`src/rtl/pin_cmd_responder.sv`:
```
// pin_cmd_responder: synchronised pin-level command responder with a 16x8 register file; define CMD_PARITY_EN for odd-parity checking.
module pin_cmd_responder #(
  parameter logic [7:0] RF_INIT = 8'h00
) (
  input  logic       clk,
  input  logic       rst,
  input  logic       ena,
  input  logic [7:0] ui_in,
  input  logic [7:0] uio_in,
  output logic [7:0] uo_out,
  output logic [7:0] uio_out,
  output logic [7:0] uio_oe
);
  typedef enum logic [1:0] {IDLE, EXEC, ACK} state_t;
  state_t state;
  logic s1, s2, s3;
  logic [1:0] warm;
  logic rw;
  logic [3:0] addr;
  logic [7:0] wdata;
  logic [7:0] rf [16];
  logic busy, ack, err;
  logic [4:0] cnt;
  logic [7:0] rdata, oe;
  logic rise, good, unused;
  // history flop only counts once it holds a real sample, so a valid held high through reset is not an edge
  assign rise = s2 & ~s3 & (warm == 2'd3);
  assign unused = &{1'b0, ui_in[5:4]};
`ifdef CMD_PARITY_EN
  logic par;
  assign good = ^{rw, par, addr, rw ? wdata : 8'h00};
`else
  assign good = 1'b1;
`endif
  assign uo_out = {busy, ack, err, cnt};
  assign uio_out = rdata;
  assign uio_oe = oe;
  always_ff @(posedge clk or posedge rst) begin
    if (rst) begin
      state <= IDLE;
      {s1, s2, s3} <= 3'b000;
      warm <= 2'd0;
      {rw, addr, wdata} <= '0;
`ifdef CMD_PARITY_EN
      par <= 1'b0;
`endif
      {busy, ack, err} <= 3'b000;
      cnt <= 5'd0;
      rdata <= 8'h00;
      oe <= 8'h00;
      for (int i = 0; i < 16; i++) rf[i] <= RF_INIT;
    end else begin
      s1 <= ui_in[7];
      s2 <= s1;
      s3 <= s2;
      if (warm != 2'd3) warm <= warm + 2'd1;
      case (state)
        IDLE: if (rise && ena) begin
          state <= EXEC;
          busy <= 1'b1;
          err <= 1'b0;
          rw <= ui_in[6];
          addr <= ui_in[3:0];
          wdata <= uio_in;
`ifdef CMD_PARITY_EN
          par <= ui_in[5];
`endif
        end
        EXEC: begin
          state <= ACK;
          ack <= 1'b1;
          err <= ~good;
          if (rw && good) rf[addr] <= wdata;
          if (!rw) rdata <= rf[addr];
          oe <= (!rw && good) ? 8'hFF : 8'h00;
        end
        ACK: if (!s2) begin
          state <= IDLE;
          {busy, ack} <= 2'b00;
          oe <= 8'h00;
          cnt <= cnt + 5'd1;
        end
        default: state <= IDLE;
      endcase
    end
  end
endmodule

```
`config.mk`:
```
export PLATFORM = sky130hd
export DESIGN_NAME = pin_cmd_responder
export DESIGN_NICKNAME = d
export VERILOG_FILES = /design/src/rtl/pin_cmd_responder.sv
export SDC_FILE = /design/constraint.sdc
export NUM_CORES = 1
export LEC_CHECK = 0
export BUFFER_PORTS_ARGS = -buffer_cell sky130_fd_sc_hd__buf_4
export CORE_UTILIZATION = 68
export CTS_BUF_LIST = sky130_fd_sc_hd__clkbuf_2
export DETAILED_ROUTE_END_ITERATION = 8
export PLACE_DENSITY = 0.86
export SLEW_MARGIN = 0
export SYNTH_ARGS = -nofsm -noshare
export SYNTH_HDL_FRONTEND = slang
export SYNTH_SLANG_ARGS = --single-unit
```
`constraint.sdc`:
```
create_clock -name clk -period 11.7 [get_ports clk]
set_clock_uncertainty 0.05 [all_clocks]
set_input_delay 2.34 -clock clk [delete_from_list [all_inputs] [get_ports clk]]
set_output_delay 2.34 -clock clk [all_outputs]
set_load 0.005 [all_outputs]
```
==> qor.json <==
{
  "final_period_minus_worst_setup_slack_ps": 3830,
  "dp_hpwl_um": 9960,
  "class_of_the_tightest_hold_or_removal_check": "flip-flop to flip-flop",
  "endpoint_kind": "output port",
  "number_of_antenna_violations_at_the_first_check_in_global_routing": 0,
  "die_w_um": 106,
  "grt_usage_pct": 29.4,
  "initial_core_utilization_pct": 71.0,
  "final_common_cell": "dfrtp_1",
  "drt-total-wl_um": 15000,
  "route.detailed.drc": 0,
  "clkTransAtPathRegs_ps": 200,
  "drive_above_1_share_pct": 41.5,
  "worst_slew_pin_slew_ps": 1060,
  "grt_pass1_vias": 4540,
  "ys_types": 40,
  "critical_path.top_delay_family": "flip-flops",
  "power.share.switching_pct": 30.9,
  "detail_route.wl_per_cell_um": 21.4,
  "top_level_ports": 43,
  "synth.yosys.warnings": 0,
  "first_iter_violations": 197,
  "insertion_delay_ps": 740,
  "critPathArrivalTime_ps": 1440,
  "path_max_fanout": 10,
  "share_of_the_core_filled_with_cells_in_the_final_layout_pct": 75.8,
  "layout_setup_ws_ps": 7870,
  "finalSetupViolCount": 0,
  "required_time_at_the_worst_slack_endpoint_ps": 9310,
  "start_kind": "flip-flop",
  "mappedNetlistArea_um2": 7390,
  "relSlewSlack_pct": 29.2,
  "post_synth_inst_count": 529,
  "power.share.clock_pct": 22.0,
  "most-common-layout-cells": "162 x dfrtp_1, 134 x mux2_2, 48 x mux2i_1, 43 x buf_4, 20 x nor2_1",
  "final_weighted_congestion_of_routability_driven_global_placement": 0.774,
  "vias": 4365,
  "synth_flop_cell": "dfrtp_1",
  "ys_ff_latch": 164,
  "critical_path_buf_inv_count": 1,
  "synth-edff-count": 0,
  "mappedNetlistNets": 550,
  "detail-route-antenna-nets": 0,
  "cts-buffers-inserted": 17,
  "ctsHtreeMaxLevel": 4,
  "slowest_stage": "dfrtp_1",
  "ys_async_sr_fraction_pct": 100,
  "viasPerCell": 6.24,
  "grt_max_degree": 94,
  "firstDrtPassIters": 4,
  "fin_nets": 572,
  "irDropWorstVdd_mv": 0.101,
  "rsz0062_at_grt": "false",
  "power_frac_seq_pct": 55.7,
  "setup-tns-final_ps": 0,
  "clock-root-buffer": "clkbuf_2",
  "max_cap_violations": 0,
  "fmax_ghz": 0.261,
  "tritoncts": "yes",
  "netSwitchingPower_w": 0.000420,
  "timing_hold_violations_final": 0,
  "total_leakage_power_nw": 3.84,
  "status": "completed",
  "critPathKind": "flip-flop to output port",
  "cell_internal_pwr_w": 0.000938,
  "fp.dieArea_um2": 11300,
  "syn_avg_cell_area_um2": 14.0,
  "timing.critical_path.slowest_cell_delay_ps": 540,
  "area_of_the_core_um2": 10400,
  "report.final.slew_viol_count": 0,
  "layout-area-overhead-vs-synth_pct": 6.81,
  "place_ws_ps": 7640,
  "synth_seq_area_share_pct": 55.5,
  "placement.io_buffers": 39,
  "cts.repair.resized": 0,
  "num_rows": 37,
  "final.period_utilization_pct": 32.7,
  "antenna_cells": 0,
  "chipHeight_um": 106,
  "cp_cell_sequence": "buf_4",
  "pwr-share-comb_pct": 22.4,
  "cts_num_sinks": 164,
  "gr_overflow_total": 0,
  "powerDensity_nw_per_um2": 172,
  "grt_first_pass_wirelength_um": 24400,
  "holdBufCountCts": 0,
  "clockBufferDepth": 2,
  "worst_hold_slack_ps": 336,
  "post-cts-setup-buffers": 0,
  "layout.filler_cells": 655
}
[state kept, by name, summed over array words and instances, names as in the netlist]
register / flops
s2: 1
ack: 1
state: 2
wdata: 8
warm: 2
uio_out: 8
s1: 1
busy: 1
rf: 128
cnt: 5
addr: 4
uio_oe: 1
rw: 1
s3: 1
[synthesized netlist by cell type, types with 2 or more instances]
master     count  area, µm²
nand2b_1       6       37.5
o21ai_0        6       30.0
a2bb2oi_1      3       26.3
o32ai_1        3       26.3
nand3b_1       3       22.5
o22ai_1       10       62.6
nand2_1       11       41.3
nor3_1         4       20.0
a21oi_1        3       15.0
mux4_2         8        180
nand3_1        6       30.0
mux2i_1       48        480
inv_1          3       11.3
mux2_2       134       1510
buf_2         10       50.1
ha_1           2       25.0
buf_4         16        120
clkbuf_1      13       48.8
nor2b_1        4       25.0
mux2_4         8        120
nand4_1        3       18.8
nor2_2         9       56.3
a31oi_1        8       50.1
a221oi_1       5       43.8
nor4_1         3       18.8
dfrtp_1      164       4100
xnor2_1        4       35.0
nor2_1        20       75.1
[metal layers]
| metal | global-route usage (%) | share of wire (%) | up-vias |
|---|---|---|---|
| met3 | 7.11 | 5.5 | 25 |
| met4 | 11.9 | 1.9 | 0 |
| met5 | 0 | 0 | - |
| li1 | - | - | 1958 |
| met1 | 38.2 | 42 | 2244 |
| met2 | 47.7 | 50 | 138 |
[kinds of logic after synthesis]
logic type,after synthesis,synth area share [%]
adders and majority gates,2,0.339
buffers and inverters,43,3.27
and+or+nand+nor,77,5.65
AOI/OAI and AO/OA,38,3.44
muxes,199,31.1
xor gates and xnor gates,5,0.592
DFF,164,55.5
other,1,0.0507
[power groups by stage]
stage | clock network (W) | logic (W) | registers, W
final | 0.000298 | 0.000304 | 0.000756
after global routing | 0.000323 | 0.000330 | 0.000769
after CTS | 0.000304 | 0.000306 | 0.000754
after detailed placement | 0 | 0.000306 | 0.000766
after global placement | 0 | 0.000294 | 0.000755
after floorplan | 0 | 0.000241 | 0.000718
[worst paths after layout]
kind	startpoint	depth (start not counted)	slack [ps]	to
hold reg to reg	s1$_DFF_PP0_	0	340	s2$_DFF_PP0_
min in group asynchronous	rst	2	1670	rf[114]$_DFFE_PP0P_
hold / removal	s1$_DFF_PP0_	0	340	s2$_DFF_PP0_
setup reg to reg	addr[1]$_DFFE_PP0P_	5	8580	rf[16]$_DFFE_PP0P_
max in group asynchronous	rst	3	8490	rf[70]$_DFFE_PP0P_
setup / recovery	uio_oe[6]$_DFFE_PP0P_	1	7870	uio_oe[6]
[cell type report]
cell class                      count  area [µm²]  area share, %
Inverter                            3        16.3          0.206
Clock buffer                       18        90.1           1.14
Tap cell                          136         170           2.16
Timing Repair Buffer               43         323           4.09
Sequential cell                   164        4110           52.0
Multi-Input combinational cell    322        3050           38.6
Clock inverter                     14         143           1.81
[stage by stage]
stage | cell area, µm² | instances | total power [W]
after floorplan | 7390 | 529 | 0.000959
after global placement | 7660 | 668 | 0.00105
after detailed placement | 7660 | 668 | 0.00107
after CTS | 7890 | 700 | 0.00136
after global routing | 7890 | 700 | 0.00142
final | 7890 | 700 | 0.00136
(Power assumes the default switching activity.)
